<file path="config.mk">
export PLATFORM = sky130hd
export DESIGN_NAME = fifo_rd_stream_flat
export DESIGN_NICKNAME = d
export VERILOG_FILES = /design/src/rtl/fifo_pkg.sv /design/src/rtl/fifo_rd_stream_if.sv /design/src/rtl/fifo_skid_buf.sv /design/src/rtl/fifo_rd_stream.sv /design/src/flat_wrapper.sv
export SDC_FILE = /design/constraint.sdc
export NUM_CORES = 1
export LEC_CHECK = 0
export ABC_AREA = 1
export CAP_MARGIN = 5
export CORE_AREA = 10 10 72 74
export CTS_CLUSTER_DIAMETER = 150
export CTS_CLUSTER_SIZE = 40
export DETAILED_ROUTE_END_ITERATION = 16
export DIE_AREA = 0 0 82 84
export PLACE_DENSITY = 0.81
export SYNTH_ARGS = -nofsm -noshare
export SYNTH_HDL_FRONTEND = slang
export SYNTH_SLANG_ARGS = --single-unit
export TNS_END_PERCENT = 5
</file>
<file path="constraint.sdc">
create_clock -name r_clk -period 4.41 [get_ports r_clk]
set_clock_uncertainty 0.05 [all_clocks]
set_input_delay 0.6615 -clock r_clk [delete_from_list [all_inputs] [get_ports r_clk]]
set_output_delay 0.6615 -clock r_clk [all_outputs]
set_load 0.05 [all_outputs]
</file>
<file path="src/rtl/fifo_pkg.sv">
// Shared types and constants for the read-side FIFO drain stage.
package fifo_pkg;

  // Occupancy of the two-word output buffer.
  typedef enum logic [1:0] {
    ST_EMPTY = 2'd0,
    ST_ONE   = 2'd1,
    ST_TWO   = 2'd2
  } buf_state_e;

  // Cycles between an accepted pop and its data appearing on r_data.
  localparam int unsigned RD_LATENCY = 1;

  // Number of words the output buffer can hold.
  localparam int unsigned BUF_DEPTH  = 2;

  function automatic logic [1:0] buf_occ(input buf_state_e s);
    case (s)
      ST_ONE:  return 2'd1;
      ST_TWO:  return 2'd2;
      default: return 2'd0;
    endcase
  endfunction

endpackage

</file>
<file path="src/rtl/fifo_rd_stream_if.sv">
// FIFO pop side plus the outgoing valid/ready stream of the drain stage.
interface fifo_rd_stream_if #(
  parameter int DATA_WIDTH = 8
);
  logic                  r_empty;
  logic [DATA_WIDTH-1:0] r_data;
  logic                  r_inc;
  logic                  m_valid;
  logic [DATA_WIDTH-1:0] m_data;
  logic                  m_ready;

  // master: the drain stage (pops the FIFO, drives the stream)
  modport master (
    input  r_empty, r_data, m_ready,
    output r_inc, m_valid, m_data
  );

  // slave: the FIFO plus the downstream consumer
  modport slave (
    output r_empty, r_data, m_ready,
    input  r_inc, m_valid, m_data
  );
endinterface

</file>
<file path="src/rtl/fifo_skid_buf.sv">
// Two-word output buffer. The head register feeds the stream directly;
// the tail catches a word that lands while the head is still waiting.
//   state    | meaning
//   ST_EMPTY | no word held, stream idle
//   ST_ONE   | head valid
//   ST_TWO   | head and tail valid, no room for another write
module fifo_skid_buf
  import fifo_pkg::*;
#(
  parameter int DATA_WIDTH = 8
) (
  input  logic                  clk,
  input  logic                  rst,
  input  logic                  flush,
  input  logic                  wr,
  input  logic [DATA_WIDTH-1:0] wr_data,
  input  logic                  deq,
  output logic [1:0]            occ,
  output logic [DATA_WIDTH-1:0] head
);

  buf_state_e            state_q, state_d;
  logic [DATA_WIDTH-1:0] head_q, head_d;
  logic [DATA_WIDTH-1:0] tail_q, tail_d;

  // State and data registers.
  always_ff @(posedge clk or posedge rst) begin
    if (rst) begin
      state_q <= ST_EMPTY;
      head_q  <= '0;
      tail_q  <= '0;
    end else begin
      state_q <= state_d;
      head_q  <= head_d;
      tail_q  <= tail_d;
    end
  end

  // Next state and buffer moves; flush drops everything, including a word landing now.
  always_comb begin
    state_d = state_q;
    head_d  = head_q;
    tail_d  = tail_q;
    unique case (state_q)
      ST_EMPTY: begin
        if (wr) begin
          state_d = ST_ONE;
          head_d  = wr_data;
        end
      end
      ST_ONE: begin
        if (wr && !deq) begin
          state_d = ST_TWO;
          tail_d  = wr_data;
        end else if (!wr && deq) begin
          state_d = ST_EMPTY;
        end else if (wr && deq) begin
          head_d  = wr_data;
        end
      end
      ST_TWO: begin
        if (deq) begin
          head_d = tail_q;
          if (wr) tail_d  = wr_data;
          else    state_d = ST_ONE;
        end
      end
      default: state_d = ST_EMPTY;
    endcase
    if (flush) state_d = ST_EMPTY;
  end

  assign occ  = buf_occ(state_q);
  assign head = head_q;

  // The pop rule never lets a word land in a full buffer unless the head leaves.
  a_no_overflow : assert property (@(posedge clk) disable iff (rst)
    !(state_q == ST_TWO && wr && !deq));

endmodule

</file>
<file path="src/rtl/fifo_rd_stream.sv">
// Drains the async FIFO read port into a full-throughput valid/ready stream,
// counting delivered words. The pop decision reserves buffer room for the
// word still in the memory read pipeline.
module fifo_rd_stream
  import fifo_pkg::*;
#(
  parameter int DATA_WIDTH = 8,
  parameter int CNT_WIDTH  = 16
) (
  input  logic                 r_clk,
  input  logic                 r_rst,
  fifo_rd_stream_if.master     bus,
  input  logic                 flush,
  output logic [CNT_WIDTH-1:0] word_cnt,
  output logic                 busy
);

  logic                  inflight;
  logic                  deq;
  logic [1:0]            occ;
  logic [DATA_WIDTH-1:0] head;
  logic [2:0]            committed;

  assign deq       = bus.m_valid && bus.m_ready;
  // Words that will be held after this edge: buffered, minus leaving, plus landing.
  assign committed = 3'(occ) + 3'(inflight) - 3'(deq);
  assign bus.r_inc = !r_rst && !bus.r_empty && !flush && (committed < 3'(BUF_DEPTH));

  // A pop issued this cycle returns data next cycle.
  always_ff @(posedge r_clk or posedge r_rst) begin
    if (r_rst) inflight <= 1'b0;
    else       inflight <= bus.r_inc;
  end

  fifo_skid_buf #(
    .DATA_WIDTH(DATA_WIDTH)
  ) u_buf (
    .clk    (r_clk),
    .rst    (r_rst),
    .flush  (flush),
    .wr     (inflight),
    .wr_data(bus.r_data),
    .deq    (deq),
    .occ    (occ),
    .head   (head)
  );

  assign bus.m_valid = (occ != 2'd0);
  assign bus.m_data  = head;
  assign busy        = (occ != 2'd0) || inflight;

  // Delivered-word counter; a handshake coinciding with flush is not counted.
  always_ff @(posedge r_clk or posedge r_rst) begin
    if (r_rst)      word_cnt <= '0;
    else if (flush) word_cnt <= '0;
    else if (deq)   word_cnt <= word_cnt + CNT_WIDTH'(1);
  end

endmodule

</file>
<file path="src/flat_wrapper.sv">
// flat-port wrapper written by rule: the top's interface ports become plain ports
module fifo_rd_stream_flat import fifo_pkg::*;
#(
  parameter int DATA_WIDTH = 8,
  parameter int CNT_WIDTH  = 16
)
  (r_clk, r_rst, flush, word_cnt, busy, bus_r_empty, bus_r_data, bus_m_ready, bus_r_inc, bus_m_valid, bus_m_data);
  fifo_rd_stream_if #(.DATA_WIDTH(DATA_WIDTH)) bus_i ();
  input  logic r_clk;
  input  logic r_rst;
  input  logic flush;
  output logic [CNT_WIDTH-1:0] word_cnt;
  output logic busy;
  input wire logic [$bits(bus_i.r_empty)-1:0] bus_r_empty;
  input wire logic [$bits(bus_i.r_data)-1:0] bus_r_data;
  input wire logic [$bits(bus_i.m_ready)-1:0] bus_m_ready;
  output wire logic [$bits(bus_i.r_inc)-1:0] bus_r_inc;
  output wire logic [$bits(bus_i.m_valid)-1:0] bus_m_valid;
  output wire logic [$bits(bus_i.m_data)-1:0] bus_m_data;
  assign bus_i.r_empty = bus_r_empty;
  assign bus_i.r_data = bus_r_data;
  assign bus_i.m_ready = bus_m_ready;
  assign bus_r_inc = bus_i.r_inc;
  assign bus_m_valid = bus_i.m_valid;
  assign bus_m_data = bus_i.m_data;
  fifo_rd_stream #(.DATA_WIDTH(DATA_WIDTH), .CNT_WIDTH(CNT_WIDTH)) u_core (.r_clk(r_clk), .r_rst(r_rst), .bus(bus_i), .flush(flush), .word_cnt(word_cnt), .busy(busy));
endmodule
</file>
==> results_dict.tcl, run 1 <==
set metrics [dict create \
    leakagePower_nw 1.180 \
    period_share_pct 82.38 \
    vias 1742 \
    reg2reg_from "u_core.u_buf.state_q[0]" \
    crit_type "in -> out" \
    yosys_register_bits 35 \
    r2r_setup_slack_ns 1.97 \
    hpwl_um 3316 \
    avgRoutedWirePerCell_um 12.52 \
    comb_power_share_pct 54.0 \
    end_kind "output port" \
    design.core.area_sq_um 3856 \
    required_ns 3.70 \
    antenna_left 0 \
    worstSkewPairLatency_ns 0.29 \
    drt-initial-drc-count 53 \
    post_cts_resized 0 \
    port_buffers 39 \
    ir_drop_mv 0.3550 \
    grt_pass1_wl_um 7127 \
    syn_area_per_cell_sq_um 7.916 \
    hold_buffers 0 \
    cp.arrival_ns 2.92 \
    dieHeight_um 84 \
    critPathLaunch "bus_m_ready" \
    netlist_instances 251 \
    status "complete, no violations" \
    die_w_um 82 \
    clock_power_share_pct 15.0 \
    maxSlewViolCount 0 \
    path_clk_slew_ns 0.07 \
    worstMarginPinSlew_ns 0.5872 \
    hold_viol 0 \
    drive_gt1_share_pct 8.844 \
    synth_top_area_cell "dfrtp_1" \
    cts_num_sinks 35 \
    synthTopCellsByArea "dfrtp_1 44%, nand2_1 13%, inv_1 5.1%, ha_1 5.0%, o21ai_1 4.8%" \
    async_flop_share_pct 100.0 \
    grt_use_total_pct 12.68 \
    gr-total-overflow 0 \
    die-area_sq_um 6888 \
    cts_buffers 5 \
    hold_path.class "reg -> reg" \
    grt_max_degree 24 \
    powerDensity_nw_per_um2 596.5 \
    synth_common_cells "71 x nand2_1, 35 x dfrtp_1, 27 x inv_1, 25 x nor2_1, 19 x o21ai_1" \
    cts_root_buf "clkbuf_8" \
    grt_pass1_vias 1591 \
    synth_edf_count 0 \
    crit_fanout 10 \
    row_count 23 \
    rsz0062_at_grt "false" \
    worstHoldStart "u_core.u_buf.head[1]" \
    syn_to_final_growth_pct 26.32 \
    synthDistinctLibCells 30 \
    vias_per_cell 5.064 \
    yosysSeqAreaShare_pct 44.08 \
    gp_congestion 0.7797 \
    intPower_uw 784.4 \
    num_antenna_cells 0 \
    cts_tree "done" \
    switchingPower_uw 712.7 \
    sw_frac_of_total_pct 47.60 \
    drc 0 \
    max_slew_margin_pct 60.81 \
    period_needed_ns 3.633 \
    num_io_pins 40 \
    synth.most_common_cell "nand2_1" \
    start_kind "input port" \
    synth_flop_cell "dfrtp_1" \
    pwr-share-seq_pct 31.0 \
    dr.pass1.iters 4 \
    finalSetupTns_ns 0 \
    syn_area_sq_um 1987 \
    clockBufferDepth 2 \
    yosysWarningCount 0 \
    fmax_ghz 0.2752 \
    htreeDepth 2 \
    floorplan.initialDensity_pct 51.52 \
    wl_um 4306 \
    num-nets-final 315 \
    maxCapViolations 0 \
    antenna_found_initial 0 \
    synthesis.nets 273 \
    cts_post_setup_buffers_inserted 0 \
    synth_top_area_share_pct 44.08 \
    setup_viol 0 \
    power_mw 1.497 \
]
[area by class of cell]
class                      instances  area [sq um]
clock inverter                     1         5.005
inverter                          30         112.6
timing repair buffer              40         395.4
tap                               50         62.56
multi-input combinational        181         982.2
fill                             351          1346
sequential                        35         875.8
clock buffer                       7         76.32
[final timing paths]
check,to,cells past startpoint
max,bus_r_inc,9
min,u_core.u_buf.head[1],2
max reg2reg,u_core.inflight,9
min reg2reg,u_core.u_buf.head[1],2
max in group asynchronous,u_core.word_cnt[11],3
min in group asynchronous,u_core.u_buf.tail_q[3],2
[layout by cell type (no fill, tap or decap), types with 3 or more instances in the layout]
master	n
clkbuf_8	5
a21oi_1	7
o21ai_1	19
nor2_1	25
o21ai_0	15
nor3b_1	3
inv_1	27
nand2_1	71
clkdlybuf4s50_1	38
nand4_1	4
ha_1	8
nand2_4	3
nand3_1	7
dfrtp_1	35
[kinds of logic after synthesis]
family / count (synthesis) / share of synthesized area, %
AND/OR/NAND/NOR: 124 / 28.53
AO/OA/AOI/OAI: 47 / 14.11
buffers and inverters: 35 / 6.801
flip-flops: 35 / 44.08
adder cells (fa/ha/maj): 9 / 6.046
XOR/XNOR: 1 / 0.4409
[routing by layer]
layer  global-route usage (%)  vias up  share of wire [%]
li1                         -      888                  -
met1                    14.62      809                 43
met2                    21.54       37                 49
met3                    3.556        8                6.0
met4                    4.180        0                1.7
met5                        0        -                  0
[registers in the layout (all words and copies together), names as in the netlist]
signal	count
u_core.u_buf.state_q	2
u_core.u_buf.tail_q	8
u_core.word_cnt	16
u_core.inflight	1
u_core.u_buf.head	8
[power groups by stage]
stage                     registers [mW]  logic [mW]  clock network [mW]
after floorplan                    0.590       0.481                   0
after global placement             0.464       0.801                   0
after detailed placement           0.468       0.819                   0
after CTS                          0.464       0.819               0.232
after global routing               0.475       0.882               0.242
final                              0.464       0.809               0.224
[per-stage QoR]
stage / setup slack (ns) / hold slack [ns] / util, % / cell area [sq um] / instances
3_3_place_gp: 0.8513 / 0.4152 / 62.98 / 2429 / 336
5_1_grt: 0.6191 / 0.4626 / 65.09 / 2510 / 344
2_1_floorplan: 0.5146 / 0.4086 / - / 1993 / 251
6_report: 0.7769 / 0.4340 / 65.09 / 2510 / 344
4_1_cts: 0.7418 / 0.4370 / 65.09 / 2510 / 344
3_5_place_dp: 0.7578 / 0.4208 / 62.98 / 2429 / 336
[worst max-delay path: stages]
cell and delay, ns:
clkdlybuf4s50_1 0.59, nand2_4 0.16, ha_1 0.32, inv_1 0.05, nand2_1 0.05, fa_1 0.47, nand2_1 0.06, nor4_2 0.29
buf_4 0.26
(Power assumes the default switching activity.)
==> inputs of run 2 (changes only) <==
--- a/config.mk
+++ b/config.mk
@@ -7,12 +7,12 @@
 export LEC_CHECK = 0
 export ABC_AREA = 1
 export CAP_MARGIN = 5
-export CORE_AREA = 10 10 72 74
+export CORE_AREA = 10 10 77 79
 export CTS_CLUSTER_DIAMETER = 150
 export CTS_CLUSTER_SIZE = 40
 export DETAILED_ROUTE_END_ITERATION = 16
-export DIE_AREA = 0 0 82 84
-export PLACE_DENSITY = 0.81
+export DIE_AREA = 0 0 87 89
+export PLACE_DENSITY = 0.74
 export SYNTH_ARGS = -nofsm -noshare
 export SYNTH_HDL_FRONTEND = slang
 export SYNTH_SLANG_ARGS = --single-unit
==> constraint.sdc (replaced) <==
create_clock -name r_clk -period 3.1 [get_ports r_clk]
set_clock_uncertainty 0.05 [all_clocks]
set_input_delay 0.465 -clock r_clk [delete_from_list [all_inputs] [get_ports r_clk]]
set_output_delay 0.465 -clock r_clk [all_outputs]
set_load 0.05 [all_outputs]
==> results_dict.tcl, run 2 (synthesis gave the netlist of run 1 again) <==
set metrics [dict create \
    cts_num_sinks 35 \
    period_needed_ns 2.983 \
    period_share_pct 96.21 \
    die-area_sq_um 7743 \
    dr.pass1.iters 4 \
    post_cts_resized 0 \
    cp.arrival_ns 2.47 \
    fin_area_sq_um 2609 \
    met2_usage_pct 19.72 \
    clockBufferDepth 2 \
    grt_pass1_wl_um 7769 \
    finalSetupTns_ns 0 \
    avgRoutedWirePerCell_um 12.70 \
    grtUsageMet3_pct 5.652 \
    drive_gt1_share_pct 12.08 \
    end_kind "output port" \
    fillCellCount 424 \
    drc 0 \
    worstMarginPinSlew_ns 0.5308 \
    setup_viol 0 \
    crit_type "in -> out" \
    antenna_found_initial 0 \
    path_clk_slew_ns 0.06 \
    crit_fanout 2 \
    hold_buffers 0 \
    grt_max_degree 36 \
    status "complete, no violations" \
    row_count 25 \
    worstSkewPairLatency_ns 0.29 \
    maxSlewViolCount 0 \
    hold_viol 0 \
    cts_buffers 5 \
    floorplan.initialDensity_pct 43.81 \
    vias 1725 \
    die_w_um 87 \
    wl_um 4469 \
    place_area_sq_um 2521 \
    port_buffers 39 \
    gr-total-overflow 0 \
    grt.busiest_layer "met2" \
    max_slew_margin_pct 64.51 \
    required_ns 2.58 \
    reg2reg_from "u_core.u_buf.state_q[0]" \
    met1_usage_pct 14.04 \
    fin_util_pct 57.52 \
    fmax_ghz 0.3353 \
    grt_pass1_vias 1764 \
    cts_tree "done" \
    cts_root_buf "clkbuf_8" \
    rsz0062_at_grt "false" \
    hpwl_um 3308 \
    final_cell_mix "70 x nand2_1, 38 x clkdlybuf4s50_1, 35 x dfrtp_1" \
    dieHeight_um 89 \
    powerDensity_nw_per_um2 855.2 \
    maxCapViolations 0 \
    grt_use_total_pct 12.36 \
    num_antenna_cells 0 \
    start_kind "input port" \
    leakagePower_nw 1.206 \
    final_common_cell "nand2_1" \
    syn_to_final_growth_pct 31.30 \
    hold_path.class "reg -> reg" \
    ir_drop_mv 0.6277 \
    design.core.area_sq_um 4536 \
    antenna_left 0 \
    critPathLaunch "bus_m_ready" \
    largest_reg_flops 16 \
    gp_congestion 0.8061 \
    worstHoldStart "u_core.u_buf.head[4]" \
    regMostFlops "u_core.word_cnt" \
    drt-initial-drc-count 83 \
    num_io_pins 40 \
    htreeDepth 2 \
    num-nets-final 321 \
    vias_per_cell 4.901 \
]
[run 2: changes by cell type in the layout (fill, tap and decap cells not counted), moves of 2 or more]
| cell | change |
|---|---|
| buf_4 | +5 |
| inv_1 | -2 |
| ha_1 | -2 |
| inv_2 | +2 |
| ha_4 | +2 |
[run 2: final cells by class]
type	instances	area, sq um	share of cell area [%]
sequential	35	875.8	33.57
tap	54	67.56	2.590
multi-input combinational	181	1027	39.38
clock buffer	6	72.57	2.782
inverter	30	112.6	4.317
timing repair buffer	46	452.9	17.36
[run 2: layer usage]
layer	vias up	part of all wire, %
met4	0	1.9
met3	9	8.8
li1	895	-
met5	-	0
met2	41	46
met1	780	44
[run 2: power by group]
| group | internal (mW) | switching (mW) | leakage [nW] |
|---|---|---|---|
| Combinational | 0.438 | 0.836 | 0.707 |
| Sequential | 0.581 | 0.0736 | 0.462 |
| Clock | 0.150 | 0.151 | 0.0371 |
[run 2: timing repair]
action                     4_1_cts  5_1_grt
pin swaps                        0        1
setup endpoints to repair        1        1
setup buffers                    2        0
[run 2: final timing paths]
| check | end | slack, ns | cells past startpoint |
|---|---|---|---|
| max in group asynchronous | u_core.u_buf.state_q[1] | 2.05 | 3 |
| min reg2reg | u_core.u_buf.head[4] | 0.43 | 2 |
| max reg2reg | u_core.inflight | 0.95 | 9 |
| min in group asynchronous | u_core.word_cnt[1] | 0.62 | 3 |
| min | u_core.u_buf.head[4] | 0.43 | 2 |
| max | bus_r_inc | 0.12 | 9 |
[run 2: worst max-delay path, cell delays in order]
cell and delay (ns):
clkdlybuf4s50_1 0.58, nand2_8 0.07, ha_4 0.23, inv_1 0.04, nand2_1 0.05, fa_1 0.49, nand2_2 0.07, nor4_4 0.28
buf_12 0.18
[run 2: per-stage QoR]
stage	instances	power [mW]	hold WS [ns]	worst slack, ns
5_1_grt	352	2.397	0.4665	0.01712
6_report	352	2.231	0.4342	0.1175
2_1_floorplan	251	1.586	0.4086	0.03001
3_3_place_gp	344	1.893	0.4193	0.07392
4_1_cts	352	2.257	0.4415	0.03535
3_5_place_dp	344	1.930	0.4218	0.02576
